--- src/rtl/dispatch_stage_pkg.sv ---
// Shared core definitions for the dispatch stage: widths and the rename-table entry.
package dispatch_stage_pkg;

  localparam int unsigned ROB_IDX_W = 5;
  localparam int unsigned NUM_AREGS = 32;
  localparam int unsigned AREG_W    = 5;

  typedef struct packed {
    logic                 busy;
    logic [ROB_IDX_W-1:0] tag;
  } rename_entry_t;

endpackage

--- src/rtl/rename_table.sv ---
// Per-architectural-register producer tracking: two read ports with commit bypass,
// one rename write and one commit clear; flush drops every busy bit.
module rename_table
  import dispatch_stage_pkg::*;
(
  input  logic                 clk_i,
  input  logic                 reset_i,
  input  logic                 flush_i,
  input  logic [AREG_W-1:0]    rs1_addr_i,
  input  logic [AREG_W-1:0]    rs2_addr_i,
  output rename_entry_t        rs1_o,
  output rename_entry_t        rs2_o,
  input  logic                 ren_valid_i,
  input  logic [AREG_W-1:0]    ren_addr_i,
  input  logic [ROB_IDX_W-1:0] ren_tag_i,
  input  logic                 commit_valid_i,
  input  logic [AREG_W-1:0]    commit_addr_i,
  input  logic [ROB_IDX_W-1:0] commit_tag_i
);

  rename_entry_t [NUM_AREGS-1:0] table_q, table_d;
  logic                          commit_hit;

  // A commit only retires the mapping if it still names the committing ROB entry.
  assign commit_hit = commit_valid_i && table_q[commit_addr_i].busy &&
                      (table_q[commit_addr_i].tag == commit_tag_i);

  always_comb begin
    rs1_o = table_q[rs1_addr_i];
    rs2_o = table_q[rs2_addr_i];
    if (rs1_addr_i == '0 || (commit_hit && rs1_addr_i == commit_addr_i)) rs1_o.busy = 1'b0;
    if (rs2_addr_i == '0 || (commit_hit && rs2_addr_i == commit_addr_i)) rs2_o.busy = 1'b0;
  end

  always_comb begin
    table_d = table_q;
    if (flush_i) begin
      for (int unsigned i = 0; i < NUM_AREGS; i++) table_d[i].busy = 1'b0;
    end else begin
      if (commit_hit) table_d[commit_addr_i].busy = 1'b0;
      // Applied after the clear so a same-cycle rename of the register wins.
      if (ren_valid_i && ren_addr_i != '0) begin
        table_d[ren_addr_i].busy = 1'b1;
        table_d[ren_addr_i].tag  = ren_tag_i;
      end
    end
  end

  always_ff @(posedge clk_i or negedge reset_i) begin
    if (!reset_i) table_q <= '0;
    else          table_q <= table_d;
  end

endmodule

--- src/rtl/dispatch_stage.sv ---
// Dispatch stage: ROB allocation handshake, source renaming lookup and a
// single registered issue slot towards the reservation stations.
module dispatch_stage
  import dispatch_stage_pkg::rename_entry_t;
#(
  parameter int unsigned ROB_IDX_W = dispatch_stage_pkg::ROB_IDX_W,
  parameter int unsigned NUM_AREGS = dispatch_stage_pkg::NUM_AREGS
) (
  input  logic                 clk_i,
  input  logic                 reset_i,
  input  logic                 inst_valid_i,
  output logic                 inst_ready_o,
  input  logic [31:0]          pc_i,
  input  logic [31:0]          inst_i,
  input  logic [4:0]           rd_addr_i,
  input  logic [4:0]           rs1_addr_i,
  input  logic [4:0]           rs2_addr_i,
  input  logic                 rd_wen_i,
  input  logic                 rob_full_i,
  input  logic [ROB_IDX_W-1:0] rob_idx_i,
  output logic                 allocate_req_o,
  output logic [4:0]           prd_addr_o,
  output logic [31:0]          pc_o,
  output logic [31:0]          inst_o,
  output logic                 iss_valid_o,
  input  logic                 iss_ready_i,
  output logic [ROB_IDX_W-1:0] iss_rob_idx_o,
  output logic [31:0]          iss_pc_o,
  output logic [31:0]          iss_inst_o,
  output logic                 iss_rs1_busy_o,
  output logic                 iss_rs2_busy_o,
  output logic [ROB_IDX_W-1:0] iss_rs1_tag_o,
  output logic [ROB_IDX_W-1:0] iss_rs2_tag_o,
  input  logic                 commit_valid_i,
  input  logic [ROB_IDX_W-1:0] commit_rob_idx_i,
  input  logic [4:0]           commit_prd_addr_i,
  input  logic                 flush_i,
  output logic [31:0]          dispatch_cnt_o
);

  logic                 accept;
  rename_entry_t        rs1_ent, rs2_ent;
  logic                 iss_valid_q, iss_valid_d;
  logic [ROB_IDX_W-1:0] iss_rob_idx_q, iss_rob_idx_d;
  logic [31:0]          iss_pc_q, iss_pc_d, iss_inst_q, iss_inst_d;
  rename_entry_t        iss_rs1_q, iss_rs1_d, iss_rs2_q, iss_rs2_d;
  logic [31:0]          cnt_q, cnt_d;

  always_comb begin
    inst_ready_o   = !rob_full_i && !flush_i && (!iss_valid_q || iss_ready_i);
    accept         = inst_valid_i && inst_ready_o;
    allocate_req_o = accept;
    prd_addr_o     = rd_wen_i ? rd_addr_i : '0;
    pc_o           = pc_i;
    inst_o         = inst_i;
  end

  rename_table u_rename_table (
    .clk_i          (clk_i),
    .reset_i        (reset_i),
    .flush_i        (flush_i),
    .rs1_addr_i     (rs1_addr_i),
    .rs2_addr_i     (rs2_addr_i),
    .rs1_o          (rs1_ent),
    .rs2_o          (rs2_ent),
    .ren_valid_i    (accept && rd_wen_i),
    .ren_addr_i     (rd_addr_i),
    .ren_tag_i      (rob_idx_i),
    .commit_valid_i (commit_valid_i && !flush_i),
    .commit_addr_i  (commit_prd_addr_i),
    .commit_tag_i   (commit_rob_idx_i)
  );

  always_comb begin
    iss_valid_d   = iss_valid_q;
    iss_rob_idx_d = iss_rob_idx_q;
    iss_pc_d      = iss_pc_q;
    iss_inst_d    = iss_inst_q;
    iss_rs1_d     = iss_rs1_q;
    iss_rs2_d     = iss_rs2_q;
    cnt_d         = cnt_q;
    if (flush_i) begin
      iss_valid_d = 1'b0;
    end else if (accept) begin
      iss_valid_d   = 1'b1;
      iss_rob_idx_d = rob_idx_i;
      iss_pc_d      = pc_i;
      iss_inst_d    = inst_i;
      iss_rs1_d     = rs1_ent;
      iss_rs2_d     = rs2_ent;
      cnt_d         = cnt_q + 32'd1;
    end else if (iss_ready_i) begin
      iss_valid_d = 1'b0;
    end
  end

  always_ff @(posedge clk_i or negedge reset_i) begin
    if (!reset_i) begin
      iss_valid_q   <= 1'b0;
      iss_rob_idx_q <= '0;
      iss_pc_q      <= '0;
      iss_inst_q    <= '0;
      iss_rs1_q     <= '0;
      iss_rs2_q     <= '0;
      cnt_q         <= '0;
    end else begin
      iss_valid_q   <= iss_valid_d;
      iss_rob_idx_q <= iss_rob_idx_d;
      iss_pc_q      <= iss_pc_d;
      iss_inst_q    <= iss_inst_d;
      iss_rs1_q     <= iss_rs1_d;
      iss_rs2_q     <= iss_rs2_d;
      cnt_q         <= cnt_d;
    end
  end

  assign iss_valid_o    = iss_valid_q;
  assign iss_rob_idx_o  = iss_rob_idx_q;
  assign iss_pc_o       = iss_pc_q;
  assign iss_inst_o     = iss_inst_q;
  assign iss_rs1_busy_o = iss_rs1_q.busy;
  assign iss_rs2_busy_o = iss_rs2_q.busy;
  assign iss_rs1_tag_o  = iss_rs1_q.tag;
  assign iss_rs2_tag_o  = iss_rs2_q.tag;
  assign dispatch_cnt_o = cnt_q;

endmodule

--- config.mk ---
export PLATFORM = sky130hd
export DESIGN_NAME = dispatch_stage
export DESIGN_NICKNAME = d
export VERILOG_FILES = /design/src/rtl/dispatch_stage_pkg.sv /design/src/rtl/rename_table.sv /design/src/rtl/dispatch_stage.sv
export SDC_FILE = /design/constraint.sdc
export NUM_CORES = 1
export LEC_CHECK = 0
export ABC_CLOCK_PERIOD_IN_PS = 3300
export CORE_UTILIZATION = 65
export CTS_CLUSTER_SIZE = 16
export DETAILED_ROUTE_END_ITERATION = 6
export DONT_BUFFER_PORTS = 1
export PLACE_DENSITY = 0.9
export REMOVE_ABC_BUFFERS = 1
export SLEW_MARGIN = 20
export SYNTH_ARGS = -nofsm -noshare
export SYNTH_HDL_FRONTEND = slang
export SYNTH_SLANG_ARGS = --single-unit
export TNS_END_PERCENT = 10
--- constraint.sdc ---
create_clock -name clk_i -period 3.3 [get_ports clk_i]
set_input_delay 0.495 -clock clk_i [delete_from_list [all_inputs] [get_ports clk_i]]
set_output_delay 0.495 -clock clk_i [all_outputs]
set_load 0.1 [all_outputs]
Word level (Yosys, flattened, before mapping)
Cells that the tools add are included.
- multiplexer cells: 56
- add/subtract/negate cells: 1
- reduce and logical (&&, ||, !) cells: 23
- $lt $le $gt $ge: 6
- bitwise logic cells: 1
- equality and inequality tests: 3
- operators with widths (kind ; count):
    $bwmux W192 ; 3
    $mux W192 ; 3
    $bmux W6 S5 ; 3
    $demux W6 S5 ; 3
    $mux W1 ; 37
    $add A32 B1 Y32 const B ; 1
    $mux W6 ; 5
    $lt A5 B6 Y1 const B ; 4
    $eq A5 B5 Y1 ; 3
    $logic_and A1 B1 Y1 ; 12
    $ge A5 B1 Y1 const B ; 2
    $logic_not A5 Y1 ; 2
    $mux W5 ; 2
    $reduce_bool A5 Y1 ; 1
    $logic_not A1 Y1 ; 3
    $logic_or A1 B1 Y1 ; 3
    $reduce_bool A3 Y1 ; 1
    $reduce_and A2 Y1 ; 1
    $not A1 Y1 ; 1
- output and inout port bits: 185
- input port bits: 102
- bits in registers: 306

Longest topological paths before layout
Gate-level depths: netlist (run 1).
- depth in word-level cells: 11
- mapped depth: 12
- mapped depth without buffers: 8

By module
Synthesis (run 1) repeated with hierarchy kept, for this count alone.
- cells, all modules: 1303
- area, all modules: 17458.0 sq um
- modules (own cells, without submodules) (module ; area each (sq um) ; times used ; cells an instance):
    rename_table ; 12338.1 ; 1 ; 922
    dispatch_stage ; 5119.9 ; 1 ; 381

Least setup slack after synthesis (run 1)
Ideal clock, no wire load.
- path type: reg2out
- start: register iss_valid_q (netlist: iss_valid_o)
- end: output allocate_req_o
- setup slack: 0.174 ns
- arrival time: 2.631 ns
- buffers on the path: 2
- cell stages (with the launch flop): 6
- cells stage by stage: dfrtp_1 > nand2b_1 > nand3_1 > inv_1 > clkbuf_1 > clkbuf_1
- longest elaborated chain between the ends: 4
- ends and longest elaborated chain (element ; RTL line ; text):
    start, declared ; dispatch_stage.sv:43 ; logic iss_valid_q, iss_valid_d;
    start signal, assigned ; dispatch_stage.sv:107 ; iss_valid_q <= iss_valid_d;
    $logic_not A1 Y1 ; dispatch_stage.sv:50 ; inst_ready_o = !rob_full_i && !flush_i && (!iss_valid_q || iss_ready_i);
    $logic_or A1 B1 Y1 ; dispatch_stage.sv:50 ;
    $logic_and A1 B1 Y1 ; dispatch_stage.sv:50 ;
    $logic_and A1 B1 Y1 ; dispatch_stage.sv:51 ; accept = inst_valid_i && inst_ready_o;
    end, declared ; dispatch_stage.sv:21 ; output logic allocate_req_o,
Every way passes these cells.

Final worst setup path (run 1)
Same ends and word-level chain as after synthesis.

==> impl_metrics.toml, run 1 <==
[sta]
slew_viol_final = 0
finClkSkew_ns = 0.01875
min_period_ns = 3.019
fmax_ghz = 0.3313
tightest_slew_ns = 1.083
setup_viol = 0
grt_setup_unrepaired = "false"
finalHoldViolations = 306
period_share_pct = 91.48
fin_hold_ws_ns = -0.3264
fin_ws_ns = 0.2813
relSlewSlack_pct = 27.66

[final_layout]
final_cells = 1931
final_cell_mix = "dfrtp_1, nand2_1, mux2i_1"
multiInputGateArea_sq_mm = 0.008665
drive_gt1_share_pct = 22.35
nFillCells = 1786
area_delta_synth_final_pct = 7.357
regArea_sq_mm = 0.007657
final_common_cell = "dfrtp_1"
num-nets-final = 1670

[critical_path]
timing.critical_path.cells = "nand2b_1 -> nand3_4 -> clkinv_2 -> buf_4 -> buf_6"
cp_slowest_cell = "buf_6"
worst_ep_arrival_time_ns = 2.52
max_stage_delay_ns = 0.44
crit_type = "reg2out"
critPathCaptureType = "output pin"
critPathMaxFanout = 41
required_ns = 2.80
worst_setup_path_start_kind = "flip-flop"

[yosys]
ys_seq_area_share_pct = 43.93
synthCells = 1620
synth_area_sq_mm = 0.01743
ys_ff_latch = 306
syn_area_per_cell_sq_um = 10.76
synth-edff-count = 0
ys.flop_type = "dfrtp_1"
ys_types = 47
ys_async_sr_fraction_pct = 100.0
yosysWarnings = 0

[die]
core_area_sq_mm = 0.02621
die_area_sq_mm = 0.02747
fp.dieW_microns = 165.8
die_h_microns = 165.8
rows = 59
initial_core_util_pct = 66.51
io_pins = 287

[clock_tree]
cts-root-buf = "clkbuf_16"
clkTransAtPathRegs_ns = 0.06
cts_setup_buffers = 0
numCtsBuffers = 34
clock_latency_ns = 0.52
h-tree-depth = 2
cts_tree = "done"
clockBufferDepth = 3
cts.sinks = 306

[drt]
drt_first_pass_iters = 7
drtAntennaViolNets = 0
routedWlPerCell_microns = 30.45
vias_per_cell = 7.324
drc_errors = 8
drt-initial-drc-count = 2053
num_vias = 14140
routed_wirelength_microns = 58800

[placed_design]
dp_cells = 1866
dp_worst_setup_slack_ns = 0.1900
globalplace.congestion = 1.025
place.port_buffers = 0
place_hpwl_microns = 40440

[grt]
grt_pass1_vias = 14130
grt_pass1_wl_microns = 88060
overflow = 0
grt_antenna_before_repair = 4
grt_use_total_pct = 43.00
grt_max_degree = 307

[flow_run]
drv_cap = 0

[power]
cellPowerDensity_mw_per_mm2 = 547.4
ir_drop_mv = 0.5930
power.leakage_nw = 8.658

[run_status]
violations = "design-rule violations, negative hold slack"
status = "finished with violations"

[hold_path]
hold_path_class = "in2async"
==> Yosys cell counts, types with 2 or more instances <==
master,number,area share (%)
mux4_2,48,6.2
o41ai_1,2,0.10
nor2_1,47,1.0
nor2b_1,3,0.11
buf_4,68,2.9
buf_1,12,0.26
o22ai_1,71,2.5
and3b_1,2,0.10
inv_1,35,0.75
xnor2_1,28,1.4
o21ai_0,11,0.32
or2_2,2,0.072
nand2_1,245,5.3
and3_1,10,0.36
nand4_1,6,0.22
o221ai_1,48,2.4
nand3_1,22,0.63
nand2b_1,5,0.18
a22oi_1,3,0.13
or4b_1,4,0.23
nor3b_1,5,0.22
a31oi_1,31,1.1
nand4b_1,4,0.20
nor3_1,21,0.60
mux2_2,155,10
or4_1,2,0.086
a21oi_1,70,2.0
nand4bb_1,6,0.39
xor2_1,13,0.65
nor4_1,20,0.72
dfrtp_1,306,44
and2_1,10,0.36
buf_6,6,0.39
nor4_4,3,0.37
buf_2,12,0.34
clkbuf_1,82,1.8
mux2i_1,192,11
==> flip-flops by register name, indices dropped and copies added (netlist names) <==
name,count
iss_pc_o,32
iss_rs2_tag_o,5
iss_rs1_busy_o,1
iss_rs1_tag_o,5
iss_inst_o,32
dispatch_cnt_o,32
iss_rob_idx_o,5
u_rename_table.table_q,192
iss_rs2_busy_o,1
iss_valid_o,1
==> metrics by stage <==
step | total power, mW | setup TNS, ns | utilization, % | instance area [sq um]
2_1_floorplan | 6.106 | -561.76 | - | 16440
3_3_place_gp | 6.358 | 0 | 66.99 | 17560
3_5_place_dp | 6.396 | 0 | 66.99 | 17560
4_1_cts | 10.23 | 0 | 71.34 | 18700
5_1_grt | 10.46 | 0 | 71.41 | 18710
6_report | 10.24 | 0 | 71.41 | 18710
==> logic make-up (layout without fill, tap and decap cells) <==
group	count (synthesis)	in the layout	synth area share, %
simple gates	422	422	11.45
mux	395	395	27.24
flops	306	306	43.93
compound gates	239	239	8.786
buf+inv	216	189	6.460
xor+xnor	41	41	2.060
fa+ha+maj	1	1	0.07177
other cells	0	3	0
==> final timing paths <==
check	start	to	slack [ns]	depth (start not counted)
worst max register to register	u_rename_table.table_q[108]	u_rename_table.table_q[71]	0.37	9
worst max-delay path	iss_valid_o	allocate_req_o	0.28	5
worst min-delay path	reset_i	u_rename_table.table_q[70]	-0.33	0
min in group clk_i	inst_i[15]	iss_inst_o[15]	0.07	2
max in group asynchronous	reset_i	u_rename_table.table_q[165]	2.81	0
worst min register to register	u_rename_table.table_q[3]	u_rename_table.table_q[3]	0.43	0
==> routing by layer <==
layer | track usage (%) | up-vias | part of all wire, %
li1 | - | 5734 | -
met1 | 55.34 | 7082 | 37
met2 | 66.06 | 1082 | 45
met3 | 12.27 | 245 | 12
met4 | 23.89 | 0 | 6.3
met5 | 0 | - | 0
==> cell type report <==
class                   instances  share of cell area [%]
clock buffers                  51                   5.269
inverters                      36                  0.7288
flip-flops and latches        306                   40.92
well taps                     335                   2.240
repair buffers                 91                   3.671
diodes                          3                 0.04012
multi-input cells            1098                   46.30
clock inverters                11                  0.8291
==> critical path: cells and delay by family, from the launching register on <==
kind	cells	cell delay [ns]
flops	1	0.39
simple gates	2	0.61
buf+inv	3	0.96
==> power by group <==
part	leakage (nW)	internal [mW]	switching [mW]
clock	0.556	2.32	1.57
combinational	3.97	0.352	0.604
sequential	4.13	3.96	1.45
==> repair_timing <==
item                                    4_1_cts  5_1_grt
endpoints found under the setup margin        0        1
gates resized for setup                       0        1
endpoints found under the hold margin       306      306
(Power assumes the default switching activity.)
==> run 2, diff against run 1 <==
--- a/config.mk
+++ b/config.mk
@@ -11,7 +11,7 @@
 export DETAILED_ROUTE_END_ITERATION = 6
 export DONT_BUFFER_PORTS = 1
 export PLACE_DENSITY = 0.9
-export REMOVE_ABC_BUFFERS = 1
+export RECOVER_POWER = 100
 export SLEW_MARGIN = 20
 export SYNTH_ARGS = -nofsm -noshare
 export SYNTH_HDL_FRONTEND = slang
==> impl_metrics.toml, run 2 (synthesis gave the netlist of run 1 again) <==
[run_status]
status = "finished with violations"
violations = "design-rule violations, negative hold slack, max-capacitance violations, max-slew violations"

[final_layout]
largest_reg_flops = 192
final_common_cell = "dfrtp_1"
final_cell_mix = "dfrtp_1, nand2_1, mux2i_1"
area_delta_synth_final_pct = 5.699
num-nets-final = 1657
final_cells = 1918
top_register = "u_rename_table.table_q"
utilization_pct = 70.30
drive_gt1_share_pct = 18.24

[die]
io_pins = 287
die_area_sq_mm = 0.02747
core_area_sq_mm = 0.02621
die_h_microns = 165.8
fp.dieW_microns = 165.8
rows = 59
initial_core_util_pct = 66.51

[sta]
slew_viol_final = 26
finClkSkew_ns = 0.01191
period_share_pct = 95.13
fmax_ghz = 0.3185
relSlewSlack_pct = -45.46
min_period_ns = 3.139
tightest_slew_ns = 2.182
fin_hold_ws_ns = -0.3894
finalHoldViolations = 306
grt_setup_unrepaired = "false"
setup_viol = 0
timing.setup.tns_ns = 0

[critical_path]
reg2regPathDepth = 8
r2r_setup_slack_ns = 0.23
critPathMaxFanout = 25
r2r-start = "u_rename_table.table_q[93]"
startpoint = "rs2_addr_i[2]"
worst_setup_path_start_kind = "input port"
critPathCaptureType = "flip-flop"
required_ns = 3.77
worst_ep_arrival_time_ns = 3.60
crit_type = "in2reg"
r2r-end = "u_rename_table.table_q[113]"

[drt]
wl_met1_microns = 21550
dr_wl_met2_microns = 25560
drc_errors = 6
routedWlPerCell_microns = 30.64
wl_met3_microns = 7933
routed_wirelength_microns = 58770
num_vias = 14040
drt-initial-drc-count = 1846
vias_per_cell = 7.321
maxUsedRoutingLayer = "met5"
drt_first_pass_iters = 7
drtAntennaViolNets = 0

[hold_path]
hold_path_class = "in2async"

[power]
cellPowerDensity_mw_per_mm2 = 554.7
power.leakage_nw = 8.370
ir_drop_mv = 0.6871

[grt]
grt_antenna_before_repair = 8
grt_pass1_vias = 13660
grt_max_degree = 307
overflow = 0
grt_pass1_wl_microns = 88090
grt_use_total_pct = 42.74

[clock_tree]
h-tree-depth = 1
clkTransAtPathRegs_ns = 0.07
clock_latency_ns = 0.59
numCtsBuffers = 31
cts_setup_buffers = 0
clockBufferDepth = 3
cts_tree = "done"
cts-resized-gates = 0
cts.sinks = 306
cts-root-buf = "clkbuf_16"

[flow_run]
drv_cap = 1

[yosys]
syn_nets = 1723

[placed_design]
globalplace.congestion = 1.088
place.port_buffers = 0
dp_cells = 1856
place_hpwl_microns = 40980
run 2: cell types whose count changed in the layout (fill, tap and decap cells not counted), moves of 3 or more:
cell | previous run | this run
mux2_1 | 0 | 4
and2_0 | 0 | 5
clkinv_2 | 6 | 2
inv_6 | 0 | 5
and2_1 | 10 | 5
clkbuf_1 | 11 | 58
buf_4 | 90 | 22
mux2_2 | 155 | 151
clkinv_4 | 0 | 3
clkbuf_16 | 35 | 31
run 2: metrics by stage:
stage                     cell area (sq um)  power, mW  setup WS (ns)  hold WS (ns)
after floorplan                       17430      6.606         0.1741        0.1994
after global placement                17510      6.362         0.2195        0.2132
after detailed placement              17510      6.393         0.1705        0.2114
after CTS                             18640      10.23         0.3685       -0.3955
after global routing                  18420      10.46         0.1112       -0.4017
final                                 18420      10.22         0.1606       -0.3894
run 2: layout make-up:
class / instances / area [sq um]
Multi-Input combinational cell: 1098 / 8645
Clock inverter: 18 / 265.3
Tap cell: 335 / 419.2
Antenna cell: 4 / 10.01
Clock buffer: 40 / 869.6
Sequential cell: 306 / 7657
Timing Repair Buffer: 81 / 421.7
Inverter: 36 / 136.4
Fill cell: 1819 / 7782
run 2: per-layer routing:
metal | vias to the layer above | track usage [%]
li1 | 5734 | -
met1 | 6954 | 55.53
met2 | 1108 | 63.43
met3 | 238 | 15.87
met4 | 8 | 21.05
met5 | - | 0
run 2: how the worst max path moves through the flow:
stage	endpoint	slack (ns)
2_1_floorplan	allocate_req_o	0.17
3_3_place_gp	u_rename_table.table_q[113]	0.22
3_5_place_dp	u_rename_table.table_q[107]	0.17
4_1_cts	u_rename_table.table_q[65]	0.37
5_1_grt	u_rename_table.table_q[101]	0.11
6_report	iss_rs2_tag_o[1]	0.16
run 2: critical path, stage by stage:
cell and delay (ns):
or2_0 1.55, o221ai_1 0.80, a21oi_1 0.33, nor3_1 0.06, a21oi_1 0.21, o21ai_0 0.11
run 2: where the power goes:
part           total (mW)  internal (mW)  switching (mW)
logic               0.955          0.335           0.620
clock network        3.88           2.28            1.60
registers            5.39           3.96            1.43
